===== config.mk =====
export PLATFORM = sky130hd
export DESIGN_NAME = cix32_store_buffer
export DESIGN_NICKNAME = d
export VERILOG_FILES = /design/src/rtl/cix32_store_buffer.sv
export SDC_FILE = /design/constraint.sdc
export NUM_CORES = 1
export LEC_CHECK = 0
export CAP_MARGIN = 20
export CORE_MARGIN = 3
export CORE_UTILIZATION = 30
export CTS_BUF_LIST = sky130_fd_sc_hd__clkbuf_2 sky130_fd_sc_hd__clkbuf_4 sky130_fd_sc_hd__clkbuf_8
export CTS_CLUSTER_DIAMETER = 80
export DETAILED_ROUTE_END_ITERATION = 16
export DONT_BUFFER_PORTS = 1
export PLACE_DENSITY = 0.46
export SYNTH_ARGS = -nofsm -noshare
export SYNTH_HDL_FRONTEND = slang
export SYNTH_SLANG_ARGS = --single-unit

===== constraint.sdc =====
create_clock -name clk -period 7.8 [get_ports clk]
set_input_delay 1.56 -clock clk [delete_from_list [all_inputs] [get_ports clk]]
set_output_delay 1.56 -clock clk [all_outputs]
set_load 0.03 [all_outputs]

===== src/rtl/cix32_store_buffer.sv =====
// Posted-write store buffer between the CIX-32 LSU physical memory port and
// the shared memory bus. Stores retire to the LSU in one cycle and drain to
// the bus in FIFO order. Loads that hit buffered stores are forwarded (full
// word) or stalled (partial word); other loads go to the bus ahead of pending
// drains unless the buffer is full or a fence is pending.
//
// Ports:
//   clk, rst                      clock, asynchronous active-high reset
//   lsu_req/we/addr/wdata/wstrb   LSU request, held until lsu_ready
//   lsu_ready, lsu_rdata          LSU completion and load data
//   bus_req/we/addr/wdata/wstrb   registered bus request
//   bus_ready, bus_rdata          bus completion and read data
//   fence_req, fence_done         drain-all handshake
//   empty, full                   buffer occupancy flags
module cix32_store_buffer #(
  parameter int unsigned DEPTH = 4,
  parameter int unsigned AW    = 32,
  parameter int unsigned DW    = 32
) (
  input  logic            clk,
  input  logic            rst,
  input  logic            lsu_req,
  input  logic            lsu_we,
  input  logic [AW-1:0]   lsu_addr,
  input  logic [DW-1:0]   lsu_wdata,
  input  logic [DW/8-1:0] lsu_wstrb,
  output logic            lsu_ready,
  output logic [DW-1:0]   lsu_rdata,
  output logic            bus_req,
  output logic            bus_we,
  output logic [AW-1:0]   bus_addr,
  output logic [DW-1:0]   bus_wdata,
  output logic [DW/8-1:0] bus_wstrb,
  input  logic            bus_ready,
  input  logic [DW-1:0]   bus_rdata,
  input  logic            fence_req,
  output logic            fence_done,
  output logic            empty,
  output logic            full
);
  localparam int unsigned SW  = DW / 8;
  localparam int unsigned PW  = $clog2(DEPTH);
  localparam int unsigned CW  = PW + 1;
  localparam int unsigned WAW = AW - 2;

  typedef struct packed {
    logic [WAW-1:0] addr;
    logic [DW-1:0]  data;
    logic [SW-1:0]  strb;
  } entry_t;

  typedef enum logic [1:0] { S_IDLE, S_LOAD, S_DRAIN } state_t;

  entry_t        r_ent [DEPTH];
  logic [PW-1:0] r_head;
  logic [PW-1:0] r_tail;
  logic [CW-1:0] r_count;
  state_t        r_state;
  state_t        w_state_nxt;

  logic          r_bus_req;
  logic          r_bus_we;
  logic [AW-1:0] r_bus_addr;
  logic [DW-1:0] r_bus_wdata;
  logic [SW-1:0] r_bus_wstrb;
  logic          w_bus_req_nxt;
  logic          w_bus_we_nxt;
  logic [AW-1:0] w_bus_addr_nxt;
  logic [DW-1:0] w_bus_wdata_nxt;
  logic [SW-1:0] w_bus_wstrb_nxt;

  logic          w_empty;
  logic          w_full;
  logic          w_load;
  logic          w_store_acc;
  logic          w_hit;
  logic          w_hit_full;
  logic [DW-1:0] w_hit_data;
  logic          w_fwd;
  logic          w_load_done;
  logic          w_pop;
  entry_t        w_head;

  assign w_empty = (r_count == '0);
  assign w_full  = (r_count == CW'(DEPTH));
  assign empty   = w_empty;
  assign full    = w_full;
  assign w_head  = r_ent[r_head];

  assign w_load      = lsu_req && !lsu_we;
  // Store acceptance uses only registered occupancy; a same-cycle pop does not free a slot.
  assign w_store_acc = !rst && lsu_req && lsu_we && !w_full && !fence_req;
  assign w_load_done = (r_state == S_LOAD) && bus_ready && w_load;
  assign w_pop       = (r_state == S_DRAIN) && bus_ready;

  // Hazard scan from oldest to youngest; the last match seen is the youngest.
  always_comb begin
    w_hit      = 1'b0;
    w_hit_full = 1'b0;
    w_hit_data = '0;
    for (int unsigned k = 0; k < DEPTH; k++) begin
      if ((CW'(k) < r_count) &&
          (r_ent[PW'(r_head + PW'(k))].addr == lsu_addr[AW-1:2])) begin
        w_hit      = 1'b1;
        w_hit_full = &r_ent[PW'(r_head + PW'(k))].strb;
        w_hit_data = r_ent[PW'(r_head + PW'(k))].data;
      end
    end
  end

  assign w_fwd      = w_load && w_hit && w_hit_full && (r_state != S_LOAD);
  assign lsu_ready  = !rst && (w_store_acc || w_fwd || w_load_done);
  assign lsu_rdata  = rst         ? '0 :
                      w_load_done ? bus_rdata :
                      w_fwd       ? w_hit_data : '0;
  assign fence_done = !rst && fence_req && w_empty && (r_state == S_IDLE);

  assign bus_req   = r_bus_req;
  assign bus_we    = r_bus_we;
  assign bus_addr  = r_bus_addr;
  assign bus_wdata = r_bus_wdata;
  assign bus_wstrb = r_bus_wstrb;

  // Bus FSM next state; the bus payload is captured at the decision and held.
  always_comb begin
    w_state_nxt     = r_state;
    w_bus_req_nxt   = r_bus_req;
    w_bus_we_nxt    = r_bus_we;
    w_bus_addr_nxt  = r_bus_addr;
    w_bus_wdata_nxt = r_bus_wdata;
    w_bus_wstrb_nxt = r_bus_wstrb;
    case (r_state)
      S_IDLE: begin
        if (w_load && !w_hit && !w_full && !fence_req) begin
          w_state_nxt     = S_LOAD;
          w_bus_req_nxt   = 1'b1;
          w_bus_we_nxt    = 1'b0;
          w_bus_addr_nxt  = lsu_addr;
          w_bus_wdata_nxt = '0;
          w_bus_wstrb_nxt = '0;
        end else if (!w_empty) begin
          w_state_nxt     = S_DRAIN;
          w_bus_req_nxt   = 1'b1;
          w_bus_we_nxt    = 1'b1;
          w_bus_addr_nxt  = {w_head.addr, 2'b00};
          w_bus_wdata_nxt = w_head.data;
          w_bus_wstrb_nxt = w_head.strb;
        end
      end
      S_LOAD, S_DRAIN: begin
        if (bus_ready) begin
          w_state_nxt     = S_IDLE;
          w_bus_req_nxt   = 1'b0;
          w_bus_we_nxt    = 1'b0;
          w_bus_addr_nxt  = '0;
          w_bus_wdata_nxt = '0;
          w_bus_wstrb_nxt = '0;
        end
      end
      default: w_state_nxt = S_IDLE;
    endcase
  end

  // State, bus registers, pointers and occupancy.
  always_ff @(posedge clk or posedge rst) begin
    if (rst) begin
      r_state     <= S_IDLE;
      r_bus_req   <= 1'b0;
      r_bus_we    <= 1'b0;
      r_bus_addr  <= '0;
      r_bus_wdata <= '0;
      r_bus_wstrb <= '0;
      r_head      <= '0;
      r_tail      <= '0;
      r_count     <= '0;
    end else begin
      r_state     <= w_state_nxt;
      r_bus_req   <= w_bus_req_nxt;
      r_bus_we    <= w_bus_we_nxt;
      r_bus_addr  <= w_bus_addr_nxt;
      r_bus_wdata <= w_bus_wdata_nxt;
      r_bus_wstrb <= w_bus_wstrb_nxt;
      if (w_store_acc) r_tail <= r_tail + PW'(1);
      if (w_pop)       r_head <= r_head + PW'(1);
      case ({w_store_acc, w_pop})
        2'b10:   r_count <= r_count + CW'(1);
        2'b01:   r_count <= r_count - CW'(1);
        default: r_count <= r_count;
      endcase
    end
  end

  // Entry storage; validity comes from head/count, so no reset is needed.
  always_ff @(posedge clk) begin
    if (w_store_acc) r_ent[r_tail] <= '{addr: lsu_addr[AW-1:2], data: lsu_wdata, strb: lsu_wstrb};
  end

endmodule


==> metrics.txt, run 1 <==
status=finished clean; count of yosys warnings during synthesis=0; total number of vias=14765; wirelength, routed=70200 µm; number of placed instances, taps included=2482; share of the core filled with cells in the final layout=33.4%; leakage power figure=8.13 nW; sort of element at the end of the critical path=output pin; instance count of the mapped netlist=1725; highest net fanout along the worst path=52; number of buffers inserted by hold repair at cts=0; Syn Nets=1844; vias per cell=5.68; number of flip-flops and latches in the synthesized netlist=343; setup TNS=0 ps; total iterations of the first detailed-routing run=5; Max IR drop VDD=0.174 mV; period utilization=93.0%; row cnt=95; dominant register cell in the synthesized netlist=sky130_fd_sc_hd__edfxtp_1; DR DRC count=0; total global-route track usage=19.2%; number of buffers between clock root and the deepest sink=3; layout cells sized above 1=16.9%; clock-pin slew on the worst setup and hold paths=60 ps; number of different library cells in the post-synthesis netlist=75; via count of the first global-routing pass=14702; H-tree depth reported by CTS=2; Max-slew headroom=31.1%; TritonCTS clock tree=done; number of antenna violations at the first check in global routing=3; Async S/R FF share, synth=23.0%; synthesis-to-layout area growth=9.52%; number of clock sinks=343; Layout Cells excl Fill=2599; synthesized area=0.0206 mm²; final count of pins violating max slew=0; final number of setup-violating endpoints=0; iteration-0 DRC count of the detailed router=1189; setup bufs post-CTS=0; CP Data Arrival Time=5700 ps; number of port buffers=0; placeable core area=0.0676 mm²; Worst EP required=6240 ps; die height=268 µm; startpoint class of the critical path=flip-flop; global-route wire length before repair=102000 µm; critical setup path kind=reg2out; dpl hpwl=47000 µm; average wire per standard cell=27.0 µm; sequential share of the synthesized area=48.0%; area of placed instances=0.0213 mm²; max_cap viols=0; Die X-Extent=268 µm; Filler Cells Inserted=6648; multi-input logic area=0.00991 mm²; clock period minus worst slack=7260 ps; final net count=1792; effective utilization at floorplan=30.5%; Clock Tree Root=sky130_fd_sc_hd__clkbuf_8; EDFF count, synth=264; Synth Area per Inst=12.0 µm²; area occupied by registers=0.00991 mm²; worst clock skew on the final layout=38.3 ps; number of top-level pins=212; latest clock arrival within the worst-skew pair=670 ps; maximum clock frequency=138 MHz; Least-Margin Pin Slew=1030 ps; cells resized by post-CTS repair=0; Hold Violations, Final=0; largest net degree at the start of global routing=81; power density of the placed cells=353 mW/mm²; setup repair after global routing missed its margin=no; number of buffers created by CTS=61; overall die area=0.0720 mm²; finished layout cell area=0.0226 mm²; path type of the worst min-delay path=reg2reg; number of routed nets with antenna violations=0; grt ovf=0; Placer Congestion=0.883
[worst max-delay path, cell delays in order (launching register included)]
cell                        delay, ps
sky130_fd_sc_hd__dfrtp_4          740
sky130_fd_sc_hd__inv_4            680
sky130_fd_sc_hd__mux2_2           400
sky130_fd_sc_hd__a2111oi_0        760
sky130_fd_sc_hd__nand4_1          320
sky130_fd_sc_hd__and4bb_1         500
sky130_fd_sc_hd__nand2_1          120
sky130_fd_sc_hd__o31a_1           340
sky130_fd_sc_hd__a2111oi_4        300
sky130_fd_sc_hd__buf_4            410
sky130_fd_sc_hd__a22o_1           410
[kinds of logic after synthesis]
group	synth area share (%)
flip-flops	48.0
buffers and inverters	4.26
adder cells (fa/ha/maj)	0.788
XOR/XNOR	4.54
AND/OR/NAND/NOR	11.2
multiplexers	18.8
AO/OA/AOI/OAI	12.4
[synthesized netlist by cell type (19+ instances only)]
master / instances / share of area, %
sky130_fd_sc_hd__mux2_2: 72 / 3.9
sky130_fd_sc_hd__nand3_1: 35 / 0.85
sky130_fd_sc_hd__xor2_1: 22 / 0.93
sky130_fd_sc_hd__a311oi_1: 32 / 1.4
sky130_fd_sc_hd__a21oi_1: 40 / 0.97
sky130_fd_sc_hd__edfxtp_1: 264 / 38
sky130_fd_sc_hd__nor2_1: 114 / 2.1
sky130_fd_sc_hd__a22o_1: 67 / 2.8
sky130_fd_sc_hd__dfrtp_1: 79 / 9.6
sky130_fd_sc_hd__xnor2_1: 85 / 3.6
sky130_fd_sc_hd__clkbuf_1: 79 / 1.4
sky130_fd_sc_hd__inv_1: 19 / 0.35
sky130_fd_sc_hd__o21ai_0: 49 / 1.2
sky130_fd_sc_hd__nand2_1: 96 / 1.7
sky130_fd_sc_hd__and2_1: 47 / 1.4
sky130_fd_sc_hd__a211o_1: 28 / 1.2
sky130_fd_sc_hd__mux4_2: 53 / 5.8
sky130_fd_sc_hd__o31ai_1: 33 / 1.2
sky130_fd_sc_hd__mux2i_1: 180 / 8.7
sky130_fd_sc_hd__and3_1: 29 / 0.88
sky130_fd_sc_hd__buf_2: 35 / 0.85
sky130_fd_sc_hd__nand3b_1: 26 / 0.95
[metal layers]
layer / GRT usage (%) / wire length (µm) / up-vias
met1: 25.6 / 30100 / 7573
met3: 5.95 / 5930 / 124
li1: - / - / 6557
met4: 5.56 / 1870 / 2
met2: 30.1 / 32300 / 509
met5: 0 / 12 / -
[power breakdown]
group	switching, mW	internal, mW	leakage, nW
Sequential	0.621	2.21	3.36
Combinational	2.00	1.41	4.10
Clock	0.787	0.955	0.671
Total	3.41	4.57	8.13
[sequential cells by signal (all words and copies together), names as in the netlist]
signal     cells
bus_wdata     32
r_count        3
r_ent        264
r_head         2
bus_addr      32
bus_we         1
bus_req        1
r_state        2
bus_wstrb      4
r_tail         2
[through the flow]
stage,hold slack [ps],power (mW),setup WS [ps]
CTS,578,8.05,488
finish,581,7.98,545
floorplan,520,5.38,1750
global placement,555,6.26,1220
detailed placement,564,6.26,1210
global route,640,8.45,232
[path summary, 6_finish.rpt]
check | slack [ps] | cells past startpoint | startpoint | endpoint
max in group asynchronous | 5720 | 2 | rst | r_head[1]$_DFFE_PP0P_
hold / removal | 580 | 1 | r_state[0]$_DFFE_PP0P_ | r_state[0]$_DFFE_PP0P_
setup reg to reg | 1990 | 12 | r_head[1]$_DFFE_PP0P_ | bus_wstrb[1]$_DFFE_PP0P_
hold reg to reg | 580 | 1 | r_state[0]$_DFFE_PP0P_ | r_state[0]$_DFFE_PP0P_
min in group asynchronous | 730 | 1 | rst | bus_wdata[4]$_DFFE_PP0P_
setup / recovery | 540 | 10 | r_head[0]$_DFFE_PP0P_ | lsu_rdata[1]
[cell usage in the layout, fill, tap and decap left out, types with 16 or more instances in the layout]
| cell | Yosys | final |
|---|---|---|
| sky130_fd_sc_hd__o31ai_1 | 33 | 33 |
| sky130_fd_sc_hd__a22o_1 | 67 | 67 |
| sky130_fd_sc_hd__buf_4 | 7 | 32 |
| sky130_fd_sc_hd__dfrtp_1 | 79 | 77 |
| sky130_fd_sc_hd__clkbuf_8 | 0 | 70 |
| sky130_fd_sc_hd__nand3b_1 | 26 | 26 |
| sky130_fd_sc_hd__mux2_2 | 72 | 72 |
| sky130_fd_sc_hd__mux2i_1 | 180 | 180 |
| sky130_fd_sc_hd__xnor2_1 | 85 | 85 |
| sky130_fd_sc_hd__edfxtp_1 | 264 | 264 |
| sky130_fd_sc_hd__nand3_1 | 35 | 35 |
| sky130_fd_sc_hd__nor2_1 | 114 | 112 |
| sky130_fd_sc_hd__mux4_2 | 53 | 53 |
| sky130_fd_sc_hd__a311oi_1 | 32 | 32 |
| sky130_fd_sc_hd__inv_1 | 19 | 18 |
| sky130_fd_sc_hd__and3_1 | 29 | 29 |
| sky130_fd_sc_hd__nor3b_1 | 16 | 16 |
| sky130_fd_sc_hd__o21ai_0 | 49 | 49 |
| sky130_fd_sc_hd__a211o_1 | 28 | 28 |
| sky130_fd_sc_hd__a21oi_1 | 40 | 40 |
| sky130_fd_sc_hd__nand2_1 | 96 | 96 |
| sky130_fd_sc_hd__xor2_1 | 22 | 22 |
| sky130_fd_sc_hd__nand4_1 | 18 | 18 |
| sky130_fd_sc_hd__and2_1 | 47 | 43 |
[cell type report]
class / instances / area share [%]
Inverter: 20 / 0.354
Multi-Input combinational cell: 1210 / 43.9
Sequential cell: 343 / 43.8
Tap cell: 873 / 4.83
Timing Repair Buffer: 37 / 1.51
Antenna cell: 1 / 0.0111
Clock inverter: 30 / 0.830
Clock buffer: 85 / 4.76
(Power assumes the default switching activity.)
==> inputs of run 2 (changes only) <==
- CORE_ASPECT_RATIO: unset -> 1.75
==> run 2 against run 1 <==
  * Register-to-register slack better by 420 ps
  * Die area increased by 0.17%
  * Cell area up 1.1%
  * Final cell count increased by 1.1%
  * Clock power grew 11%
  * Total power rose by 2.9%
==> metrics.txt, run 2 (synthesis results as in run 1) <==
status=finished clean; setup repair after global routing missed its margin=no; Global Route met3 Usage=4.91%; cells resized by post-CTS repair=0; Most Crowded Layer GR=met2; effective utilization at floorplan=30.4%; die height=353 µm; power density of the placed cells=359 mW/mm²; TritonCTS clock tree=done; total number of vias=14706; M1 GR Usage=21.6%; share of the core filled with cells in the final layout=33.7%; largest delay contributor family on the critical path=compound AO/OA/AOI/OAI gates; met2 demand-to-capacity share in global routing=36.5%; leakage power figure=8.25 nW; synthesis-to-layout area growth=10.7%; number of antenna violations at the first check in global routing=5; largest net degree at the start of global routing=71; maximum clock frequency=133 MHz; Max IR drop VDD=0.185 mV; latest clock arrival within the worst-skew pair=680 ps; number of buffers inserted by hold repair at cts=0; overall die area=0.0721 mm²; area occupied by registers=0.00991 mm²; critical setup path kind=reg2out; row cnt=126; wirelength, routed=73700 µm; vias per cell=5.60; via count of the first global-routing pass=15165; sum of buffers and inverters on the critical path=4; Hold Violations, Final=0; max_cap viols=0; Worst Reg-to-Reg Cells=13; setup TNS=0 ps; global-route wire length before repair=106000 µm; Max-slew headroom=28.2%; multi-input logic area=0.00993 mm²; DR DRC count=0; final count of pins violating max slew=0; number of cells on the critical path=13; Placer Congestion=0.926; longest individual stage delay on the worst path=720 ps; sort of element at the end of the critical path=output pin; Clock Tree Root=sky130_fd_sc_hd__clkbuf_8; Least-Margin Pin Slew=1070 ps; number of routed nets with antenna violations=0; final number of setup-violating endpoints=0; H-tree depth reported by CTS=2; iteration-0 DRC count of the detailed router=1004; grt ovf=0; number of clock sinks=343; clock-pin slew on the worst setup and hold paths=70 ps; Crit path top cell by count=sky130_fd_sc_hd__buf_4; layout cells sized above 1=18.0%; number of flip-flops in the largest register=264; period utilization=96.6%; most used cells in the layout excluding fill and tap cells=sky130_fd_sc_hd__edfxtp_1, sky130_fd_sc_hd__mux2i_1, sky130_fd_sc_hd__nor2_1; total iterations of the first detailed-routing run=5; final net count=1797; Biggest register=r_ent; CP Data Arrival Time=5980 ps; dpl hpwl=50000 µm; critical path cell sequence=buf_12 -> buf_4 -> mux2i_1 -> mux2_2 -> xor2_1 -> nand4_1 -> a2111oi_2 -> buf_4 -> nand2_1 -> o31a_1 -> a2111oi_4 -> buf_4 -> a22o_1; finished layout cell area=0.0229 mm²; Worst EP required=6240 ps; worst clock skew on the final layout=38.1 ps; path type of the worst min-delay path=reg2reg; Die X-Extent=204 µm; placeable core area=0.0678 mm²; Filler Cells Inserted=6761; area of placed instances=0.0214 mm²; setup bufs post-CTS=0; highest net fanout along the worst path=32; number of port buffers=0; number of buffers between clock root and the deepest sink=3; number of top-level pins=212; number of buffers created by CTS=58; Min-Delay Path Depth=1; clock period minus worst slack=7540 ps; average wire per standard cell=28.0 µm; slowest library cell on the worst path=sky130_fd_sc_hd__dfrtp_4; total global-route track usage=19.9%; startpoint class of the critical path=flip-flop; most common library cell in the layout ignoring fill and taps=sky130_fd_sc_hd__edfxtp_1
run 2: worst paths after layout:
kind                                   startpoint                       end  slack [ps]
max                         r_head[1]$_DFFE_PP0P_              lsu_rdata[1]         260
min                        r_state[0]$_DFFE_PP0P_    r_state[0]$_DFFE_PP0P_         570
max reg2reg                 r_head[1]$_DFFE_PP0P_   bus_addr[2]$_DFFE_PP0P_        2410
min reg2reg                r_state[0]$_DFFE_PP0P_    r_state[0]$_DFFE_PP0P_         570
max in group asynchronous                     rst     r_head[0]$_DFFE_PP0P_        5780
min in group asynchronous                     rst  bus_addr[31]$_DFFE_PP0P_         830
run 2: report_power, final:
part           switching, mW  internal (mW)  leakage, nW
sequential             0.626           2.21         3.36
clock                  0.804           1.13        0.744
combinational           2.02           1.43         4.14
total                   3.45           4.76         8.25
run 2: per-stage QoR:
stage	instances	setup WS (ps)	hold slack [ps]	power, mW
2_1_floorplan	1725	1750	520	5.38
3_3_place_gp	2514	905	547	6.32
3_5_place_dp	2514	904	555	6.33
4_1_cts	2624	119	570	8.32
5_1_grt	2625	19.8	592	8.66
6_report	2628	262	573	8.21
run 2: worst reg2reg max path, stage by stage (launching register included):
cell and delay [ps]:
sky130_fd_sc_hd__dfrtp_4 720, sky130_fd_sc_hd__buf_12 280, sky130_fd_sc_hd__buf_4 390, sky130_fd_sc_hd__mux2i_1 330
sky130_fd_sc_hd__mux2_2 210, sky130_fd_sc_hd__xor2_1 290, sky130_fd_sc_hd__nand4_1 410, sky130_fd_sc_hd__a2111oi_2 680
sky130_fd_sc_hd__buf_4 280, sky130_fd_sc_hd__a21o_1 180, sky130_fd_sc_hd__nor4_2 90, sky130_fd_sc_hd__buf_4 390
sky130_fd_sc_hd__a2111oi_0 910, sky130_fd_sc_hd__a211o_1 180
run 2: cell type report:
| cell class | instances | area share (%) |
|---|---|---|
| diodes | 4 | 0.0438 |
| clock buffers | 96 | 5.37 |
| clock inverters | 14 | 0.772 |
| inverters | 20 | 0.350 |
| multi-input cells | 1210 | 43.4 |
| flip-flops and latches | 343 | 43.4 |
| well taps | 896 | 4.91 |
| repair buffers | 45 | 1.75 |
run 2: metal layers:
layer / routed length, µm / vias up
met5: 0 / -
met4: 3420 / 0
met3: 5050 / 129
met2: 38700 / 515
met1: 26500 / 7493
li1: - / 6569
==> inputs of run 3 (changes only) <==
- clock period: 7.8 -> 7.5 ns (I/O delays scaled with it)
==> run 3 against run 2 <==
  * Core utilization decreased by 0.12 points
  * Clock skew decreased by 6.6 ps
  * First-iteration DRC count decreased by 8.5%
  * Highest routed layer is now met5
  * Wire length increased by 1.2%
  * Final cell count about the same
  * Critical path type unchanged
  * Register-to-register slack got worse by 80 ps
  * Total power increased by 2.9%
  * Largest power group unchanged
  * Critical path depth decreased by 1
  * Setup slack improved by 47 ps
  * Global-route usage increased by 0.28 points
  * Hold slack improved by 4.4 ps
  * Die area unchanged
==> metrics.txt, run 3 (synthesis results as in run 1) <==
critical hold path startpoint=r_state[0]$_DFFE_PP0P_; TritonCTS clock tree=done; number of clock sinks=343; Crit path top cell by count=sky130_fd_sc_hd__buf_4; number of port buffers=0; grt ovf=0; sum of buffers and inverters on the critical path=3; worst setup slack after placement=792 ps; setup repair after global routing missed its margin=no; via count of the first global-routing pass=15445; final count of pins violating max slew=0; power density of the placed cells=371 mW/mm²; status=finished clean; highest net fanout along the worst path=37; average wire per standard cell=28.4 µm; number of top-level pins=212; total number of vias=14752; Hold Violations, Final=0; maximum clock frequency=139 MHz; Clock Tree Root=sky130_fd_sc_hd__clkbuf_8; clock period minus worst slack=7190 ps; overall die area=0.0721 mm²; setup TNS=0 ps; number of antenna violations at the first check in global routing=4; layout cells sized above 1=17.9%; placeable core area=0.0678 mm²; Filler Cells Inserted=6829; Least-Margin Pin Slew=1090 ps; total iterations of the first detailed-routing run=5; worst-case register-to-register setup slack=2330 ps; critical setup path kind=reg2out; slowest library cell on the worst path=sky130_fd_sc_hd__dfrtp_4; iteration-0 DRC count of the detailed router=919; dpl hpwl=51000 µm; longest individual stage delay on the worst path=830 ps; Die X-Extent=204 µm; most used cells in the layout excluding fill and tap cells=sky130_fd_sc_hd__edfxtp_1, sky130_fd_sc_hd__mux2i_1, sky130_fd_sc_hd__nor2_1; wirelength, routed=74500 µm; total global-route track usage=20.2%; number of flip-flops in the largest register=264; launch point of the worst reg-to-reg path=r_head[0]$_DFFE_PP0P_; cells resized by post-CTS repair=0; tightest hold margin=577 ps; row cnt=126; max_cap viols=0; period utilization=95.9%; effective utilization at floorplan=30.4%; number of routed nets with antenna violations=0; path type of the worst min-delay path=reg2reg; sort of element at the end of the critical path=output pin; Max IR drop VDD=0.185 mV; crit path setup slack, layout=310 ps; critical path cell sequence=buf_4 -> mux4_2 -> xnor2_1 -> o2111ai_1 -> or4_1 -> nor4_4 -> buf_4 -> o211ai_1 -> o31a_1 -> a2111oi_4 -> buf_12 -> a22o_1; most common library cell in the layout ignoring fill and taps=sky130_fd_sc_hd__edfxtp_1; Biggest register=r_ent; final net count=1801; final number of setup-violating endpoints=0; worst clock skew on the final layout=31.5 ps; Worst Reg-to-Reg Cells=13; largest net degree at the start of global routing=72; die height=353 µm; Min-Delay Path Depth=1; CP Data Arrival Time=5690 ps; Max-slew headroom=27.5%; latest clock arrival within the worst-skew pair=690 ps; synthesis-to-layout area growth=10.3%; global-route wire length before repair=107000 µm; leakage power figure=8.22 nW; Worst EP required=6000 ps; launch point of the worst path=r_head[0]$_DFFE_PP0P_; number of cells on the critical path=12; H-tree depth reported by CTS=2; largest delay contributor family on the critical path=compound AO/OA/AOI/OAI gates; Placer Congestion=0.915; number of buffers between clock root and the deepest sink=3; clock-pin slew on the worst setup and hold paths=70 ps; overall power consumption=8.45 mW; vias per cell=5.62; DR DRC count=0; startpoint class of the critical path=flip-flop; number of buffers created by CTS=57
run 3: cell types whose count changed in the layout (fill, tap and decap cells not counted), moves of 2 or more:
cell / before / now
sky130_fd_sc_hd__clkbuf_4: 15 / 20
sky130_fd_sc_hd__buf_12: 5 / 8
sky130_fd_sc_hd__clkinv_1: 0 / 2
sky130_fd_sc_hd__clkbuf_8: 81 / 68
sky130_fd_sc_hd__clkinv_2: 8 / 13
sky130_fd_sc_hd__buf_4: 40 / 42
sky130_fd_sc_hd__diode_2: 4 / 1
run 3: layout make-up:
| cell class | instances | area, µm² | share of cell area [%] |
|---|---|---|---|
| Sequential cell | 343 | 9910 | 43.5 |
| Clock buffer | 88 | 1090 | 4.77 |
| Antenna cell | 1 | 2.50 | 0.0110 |
| Timing Repair Buffer | 50 | 475 | 2.09 |
| Clock inverter | 19 | 170 | 0.747 |
| Multi-Input combinational cell | 1210 | 9920 | 43.6 |
| Inverter | 20 | 80.1 | 0.352 |
| Tap cell | 896 | 1120 | 4.92 |
run 3: metrics by stage:
stage	cell area [µm²]	util, %	std cells
after detailed placement	21500	31.7	2517
after global placement	21500	31.7	2517
after CTS	22700	33.6	2625
after global routing	22800	33.6	2627
after floorplan	20600	-	1725
final	22800	33.6	2627
run 3: repair_timing:
item / CTS / global route
setup endpoints to repair: 3 / 0
hold buffers: 0 / 0
hold endpoints to repair: 0 / 0
buffers inserted: 1 / 0
run 3: path summary, 6_finish.rpt:
check,endpoint
max reg2reg,bus_wdata[24]$_DFFE_PP0P_
max,lsu_rdata[1]
min reg2reg,r_state[0]$_DFFE_PP0P_
min in group asynchronous,bus_addr[31]$_DFFE_PP0P_
min,r_state[0]$_DFFE_PP0P_
max in group asynchronous,r_head[1]$_DFFE_PP0P_
run 3: power by group:
part           internal [mW]  total (mW)  switching (mW)  leakage [nW]
clock                   1.02        1.85           0.824         0.677
sequential              2.29        2.92           0.628          3.36
combinational           1.51        3.68            2.17          4.17
run 3: routing by layer:
| layer | up-vias | share of wire [%] | wire length, µm | GRT usage, % |
|---|---|---|---|---|
| met1 | 7496 | 35 | 26100 | 21.1 |
| met4 | 4 | 5.5 | 4090 | 10.3 |
| li1 | 6562 | - | - | - |
| met3 | 171 | 7.0 | 5210 | 5.39 |
| met2 | 519 | 53 | 39100 | 36.8 |
| met5 | - | 0.031 | 23 | 0 |
